===== config.mk =====
export PLATFORM = sky130hd
export DESIGN_NAME = uart_tx_serializer
export DESIGN_NICKNAME = d
export VERILOG_FILES = /design/src/rtl/uart_tx_serializer.sv
export SDC_FILE = /design/constraint.sdc
export NUM_CORES = 1
export LEC_CHECK = 0
export BUFFER_PORTS_ARGS = -buffer_cell sky130_fd_sc_hd__buf_2
export CAP_MARGIN = 20
export CORE_MARGIN = 5
export CORE_UTILIZATION = 53
export CTS_CLUSTER_SIZE = 24
export DETAILED_ROUTE_END_ITERATION = 10
export PLACE_DENSITY_LB_ADDON = 0.15
export SLEW_MARGIN = 15
export SYNTH_ARGS = -nofsm -noshare
export SYNTH_HDL_FRONTEND = slang
export SYNTH_SLANG_ARGS = --single-unit

===== constraint.sdc =====
create_clock -name clk -period 1.95 [get_ports clk]
set_input_delay 0.0975 -clock clk [delete_from_list [all_inputs] [get_ports clk]]
set_output_delay 0.0975 -clock clk [all_outputs]
set_load 0.1 [all_outputs]

===== src/rtl/uart_tx_serializer.sv =====
// UART transmitter: serializes one DBIT-wide byte per tx_start acceptance into an
// 8N1-style frame with optional parity, driven by an internal oversampling tick.
module uart_tx_serializer #(
    parameter int DBIT    = 8,
    parameter int SB_TICK = 16,
    parameter int DVSR    = 326,
    parameter int PARITY  = 0
) (
    input  logic       clk,
    input  logic       rst_n,
    input  logic       tx_start,
    input  logic [7:0] d_in,
    output logic       tx_done,
    output logic       tx
);

    localparam int CW = $clog2(DVSR + 1);
    localparam int SW = (SB_TICK > 16) ? $clog2(SB_TICK) : 4;
    localparam int NW = $clog2(DBIT);

    typedef enum logic [2:0] {
        S_IDLE,
        S_START,
        S_DATA,
        S_PAR,
        S_STOP
    } state_t;

    state_t          state_q, state_d;
    logic [CW-1:0]   tick_cnt_q, tick_cnt_d;
    logic [SW-1:0]   s_q, s_d;
    logic [NW-1:0]   n_q, n_d;
    logic [DBIT-1:0] shreg_q, shreg_d;
    logic            par_q, par_d;
    logic            tx_q, tx_d;
    logic            done_q, done_d;
    logic            tick;

    assign tick = (tick_cnt_q == CW'(DVSR - 1));

    // tx_d/done_d are computed from the next state so the outputs change on the
    // same edge as the state itself.
    always_comb begin
        state_d    = state_q;
        tick_cnt_d = tick ? '0 : tick_cnt_q + CW'(1);
        s_d        = s_q;
        n_d        = n_q;
        shreg_d    = shreg_q;
        par_d      = par_q;
        tx_d       = tx_q;
        done_d     = done_q;

        case (state_q)
            S_IDLE: begin
                tick_cnt_d = '0;
                tx_d       = 1'b1;
                done_d     = 1'b1;
                if (tx_start) begin
                    shreg_d = d_in[DBIT-1:0];
                    par_d   = (^d_in[DBIT-1:0]) ^ (PARITY == 2);
                    s_d     = '0;
                    n_d     = '0;
                    state_d = S_START;
                    tx_d    = 1'b0;
                    done_d  = 1'b0;
                end
            end
            S_START: begin
                if (tick) begin
                    if (s_q == SW'(15)) begin
                        s_d     = '0;
                        state_d = S_DATA;
                        tx_d    = shreg_q[0];
                    end else begin
                        s_d = s_q + SW'(1);
                    end
                end
            end
            S_DATA: begin
                if (tick) begin
                    if (s_q == SW'(15)) begin
                        s_d     = '0;
                        shreg_d = shreg_q >> 1;
                        if (n_q == NW'(DBIT - 1)) begin
                            if (PARITY != 0) begin
                                state_d = S_PAR;
                                tx_d    = par_q;
                            end else begin
                                state_d = S_STOP;
                                tx_d    = 1'b1;
                            end
                        end else begin
                            n_d  = n_q + NW'(1);
                            tx_d = shreg_q[1];
                        end
                    end else begin
                        s_d = s_q + SW'(1);
                    end
                end
            end
            S_PAR: begin
                if (tick) begin
                    if (s_q == SW'(15)) begin
                        s_d     = '0;
                        state_d = S_STOP;
                        tx_d    = 1'b1;
                    end else begin
                        s_d = s_q + SW'(1);
                    end
                end
            end
            S_STOP: begin
                if (tick) begin
                    if (s_q == SW'(SB_TICK - 1)) begin
                        s_d     = '0;
                        state_d = S_IDLE;
                        tx_d    = 1'b1;
                        done_d  = 1'b1;
                    end else begin
                        s_d = s_q + SW'(1);
                    end
                end
            end
            default: begin
                state_d = S_IDLE;
                tx_d    = 1'b1;
                done_d  = 1'b1;
            end
        endcase
    end

    always_ff @(posedge clk or negedge rst_n) begin
        if (!rst_n) begin
            state_q    <= S_IDLE;
            tick_cnt_q <= '0;
            s_q        <= '0;
            n_q        <= '0;
            shreg_q    <= '0;
            par_q      <= 1'b0;
            tx_q       <= 1'b1;
            done_q     <= 1'b1;
        end else begin
            state_q    <= state_d;
            tick_cnt_q <= tick_cnt_d;
            s_q        <= s_d;
            n_q        <= n_d;
            shreg_q    <= shreg_d;
            par_q      <= par_d;
            tx_q       <= tx_d;
            done_q     <= done_d;
        end
    end

    assign tx_done = done_q;
    assign tx      = tx_q;

endmodule

==> flow_metrics.tcl <==
set metrics [dict create \
    ys_top_cells_by_count "dfrtp_1 (27), mux2_2 (14), nor2_1 (13), nand2_1 (7)" \
    design_area_um2 1900 \
    dp_slack_ps 64.2 \
    crit_start "s_q[0]" \
    power_frac_clock 0.448 \
    slew_violations 0 \
    yosysMostFrequentCell "dfrtp_1" \
    drt_iter0_drc 99 \
    stdcell_count 211 \
    hold_slack_ps 106 \
    cts_buffers 5 \
    place_congestion 0.804 \
    hp-class "in2reg" \
    max_stage_delay_ps 390 \
    synth.cell_area_um2 1620 \
    coreArea_um2 3000 \
    ys_warn_count 0 \
    postCtsSetupRepairBufs 0 \
    viasPerCell 5.93 \
    routed_wl_mm 3.26 \
    antenna_cells 0 \
    io_buffers 12 \
    switchingPower_uw 254 \
    setup.worst_path.end_class "flop" \
    clock_sinks 29 \
    yosysSeqAreaShare 0.448 \
    fin_crit_sh 0.962 \
    grt_pass1_vias 1242 \
    clockBufferDepth 2 \
    maxCapViolCount 0 \
    synth.top_cell.area_share 0.416 \
    crit_path_top_delay_cell "dfrtp_1" \
    ys.flop_type "dfrtp_1" \
    critPathLaunchType "flop" \
    wl_per_cell_um 15.4 \
    crit_path_max_fanout 8 \
    rsz0062_at_grt "no" \
    cp_cell_sequence "ha_1 -> and3_1 -> and3_2 -> a21oi_4 -> mux2_2" \
    grt_first_pass_wirelength_mm 5.87 \
    synth_fp_nets 164 \
    switching_share 0.213 \
    cts.htree.levels 2 \
    finalWorstSetupSlack_ps 74.7 \
    dp_cells 201 \
    arrival_ps 2100 \
    max_freq_mhz 533 \
    hold_start "d_in[6]" \
    start_util 0.541 \
    cts.clk_slew.worst_paths_ps 100 \
    status "completed" \
    p_leak_uw 0.000891 \
    path_buf_inv 0 \
    synth_cells 148 \
    worst-slew-pin-transition_ps 624 \
    finalSetupTns_ps 0 \
    cpLargestDelayFamily "simple AND/OR/NAND/NOR gates" \
    cts_root_buffer "clkbuf_4" \
    ir_drop_mv 0.483 \
    grt_max_degree 30 \
    antenna_found_initial 0 \
    drtPass1Iterations 4 \
    yosys.area.top_type "dfrtp_1" \
    worstReg2RegStart "s_q[0]" \
    areaGrowthSynthToFinish_pct 17.1 \
    place_area_um2 1790 \
    die_y_um 65.4 \
    cp.required_ps 2170 \
    dpl.hpwl_mm 2.38 \
    fin_skew_ps 4.58 \
    io_pins 13 \
    postRouteAntennaNets 0 \
    synth_seq_cells 29 \
    p_seq_frac 0.517 \
    power_density_nw_per_um2 625 \
    synth.distinct_cells 50 \
    synth_area_per_cell_um2 11.0 \
    grt_usage 0.178 \
    cts_tree "yes" \
    path_class "reg2reg" \
    nets 193 \
    ys_top_cells_by_area "dfrtp_1 (42%), mux2_2 (9.7%), ha_1 (3.9%)" \
    insertion_delay_ps 330 \
    die_w_um 65.4 \
    drive_above_1_share 0.337 \
    synth_edf_count 0 \
    vias 1251 \
    pwr-share-comb 0.035 \
    grt_overflow 0 \
    drc_errors 0 \
    async_reset_ff_frac 1.00 \
    fin_crit_ps 1880 \
    slew-limit-headroom 0.584 \
    p_int_uw 936 \
    hold_viol 0 \
    finalSetupViolations 0 \
    num_rows 20 \
    design.die.area_um2 4270 \
]
==> per-layer routing <==
layer  routed length (µm)  GRT usage  vias up
li1                     -          -      606
met1                 1470      0.227      609
met5                    0          0        -
met4                   10     0.0466        0
met3                  161     0.0615        2
met2                 1620      0.286       34
==> cells by family after synthesis <==
kind of cell / synth area share
AO/OA/AOI/OAI: 0.116
XOR/XNOR: 0.0378
adder cells (fa/ha/maj): 0.0455
buffers and inverters: 0.0223
flip-flops: 0.448
multiplexers: 0.123
AND/OR/NAND/NOR: 0.206
==> timing repair <==
| item | CTS | global route |
|---|---|---|
| endpoints found under the setup margin | 0 | 8 |
| endpoints found under the hold margin | 28 | 0 |
| resized for setup | 0 | 2 |
| hold buffers | 2 | 0 |
==> power by group through the flow <==
| stage | Clock (µW) | Sequential, µW | Combinational (µW) |
|---|---|---|---|
| after floorplan | 0 | 625 | 16.1 |
| after global placement | 0 | 626 | 39.1 |
| after detailed placement | 0 | 626 | 40.4 |
| after CTS | 546 | 614 | 43.6 |
| after global routing | 577 | 616 | 48.2 |
| final | 533 | 615 | 41.8 |
==> path summary, 6_finish.rpt <==
| path | endpoint | slack (ps) | cells past startpoint |
|---|---|---|---|
| worst max-delay path | shreg_q[5] | 70 | 5 |
| worst min-delay path | shreg_q[6] | 110 | 3 |
| worst max register to register | shreg_q[5] | 70 | 5 |
| worst min register to register | n_q[0] | 480 | 1 |
| max in group asynchronous | tick_cnt_q[1] | 1200 | 2 |
| min in group asynchronous | tick_cnt_q[5] | 310 | 2 |
==> worst reg2reg max path, cell delays in order (launching register included) <==
cell and delay, ps:
dfrtp_1 390, ha_1 250, and3_1 200, and3_2 270, a21oi_4 290, mux2_2 370
==> registers in the layout (all words and copies together), names as in the netlist <==
signal      cells
tick_cnt_q      9
tx_done         1
state_q         3
s_q             4
tx              1
shreg_q         8
n_q             3
==> cell usage in the layout, fill, tap and decap left out, drive strengths merged, types with 3 or more instances in the layout <==
cell    synthesis  routed
mux2           16      16
clkbuf          1       6
xor2            6       6
dfrtp          27      27
ha              5       5
inv             3       3
and3            4       4
nand4           3       3
buf             3      24
nand2           7       7
a21oi           7       7
nor2           15      15
or3             3       3
nand3b          3       3
nand3           6       6
o21ai           5       5
==> final cells by class <==
cell class                 count  area, µm²
multi-input combinational    112        861
clock inverter                 2       37.5
fill                         234       1100
clock buffer                   6       51.3
tap                           33       41.3
inverter                       3       11.3
sequential                    29        729
timing repair buffer          26        170
==> metrics by stage <==
step	utilization	power, µW
after floorplan	-	641
after global placement	0.596	665
after detailed placement	0.596	667
after CTS	0.633	1200
after global routing	0.633	1240
final	0.633	1190
No activity file was read; power rests on OpenSTA's default activity.
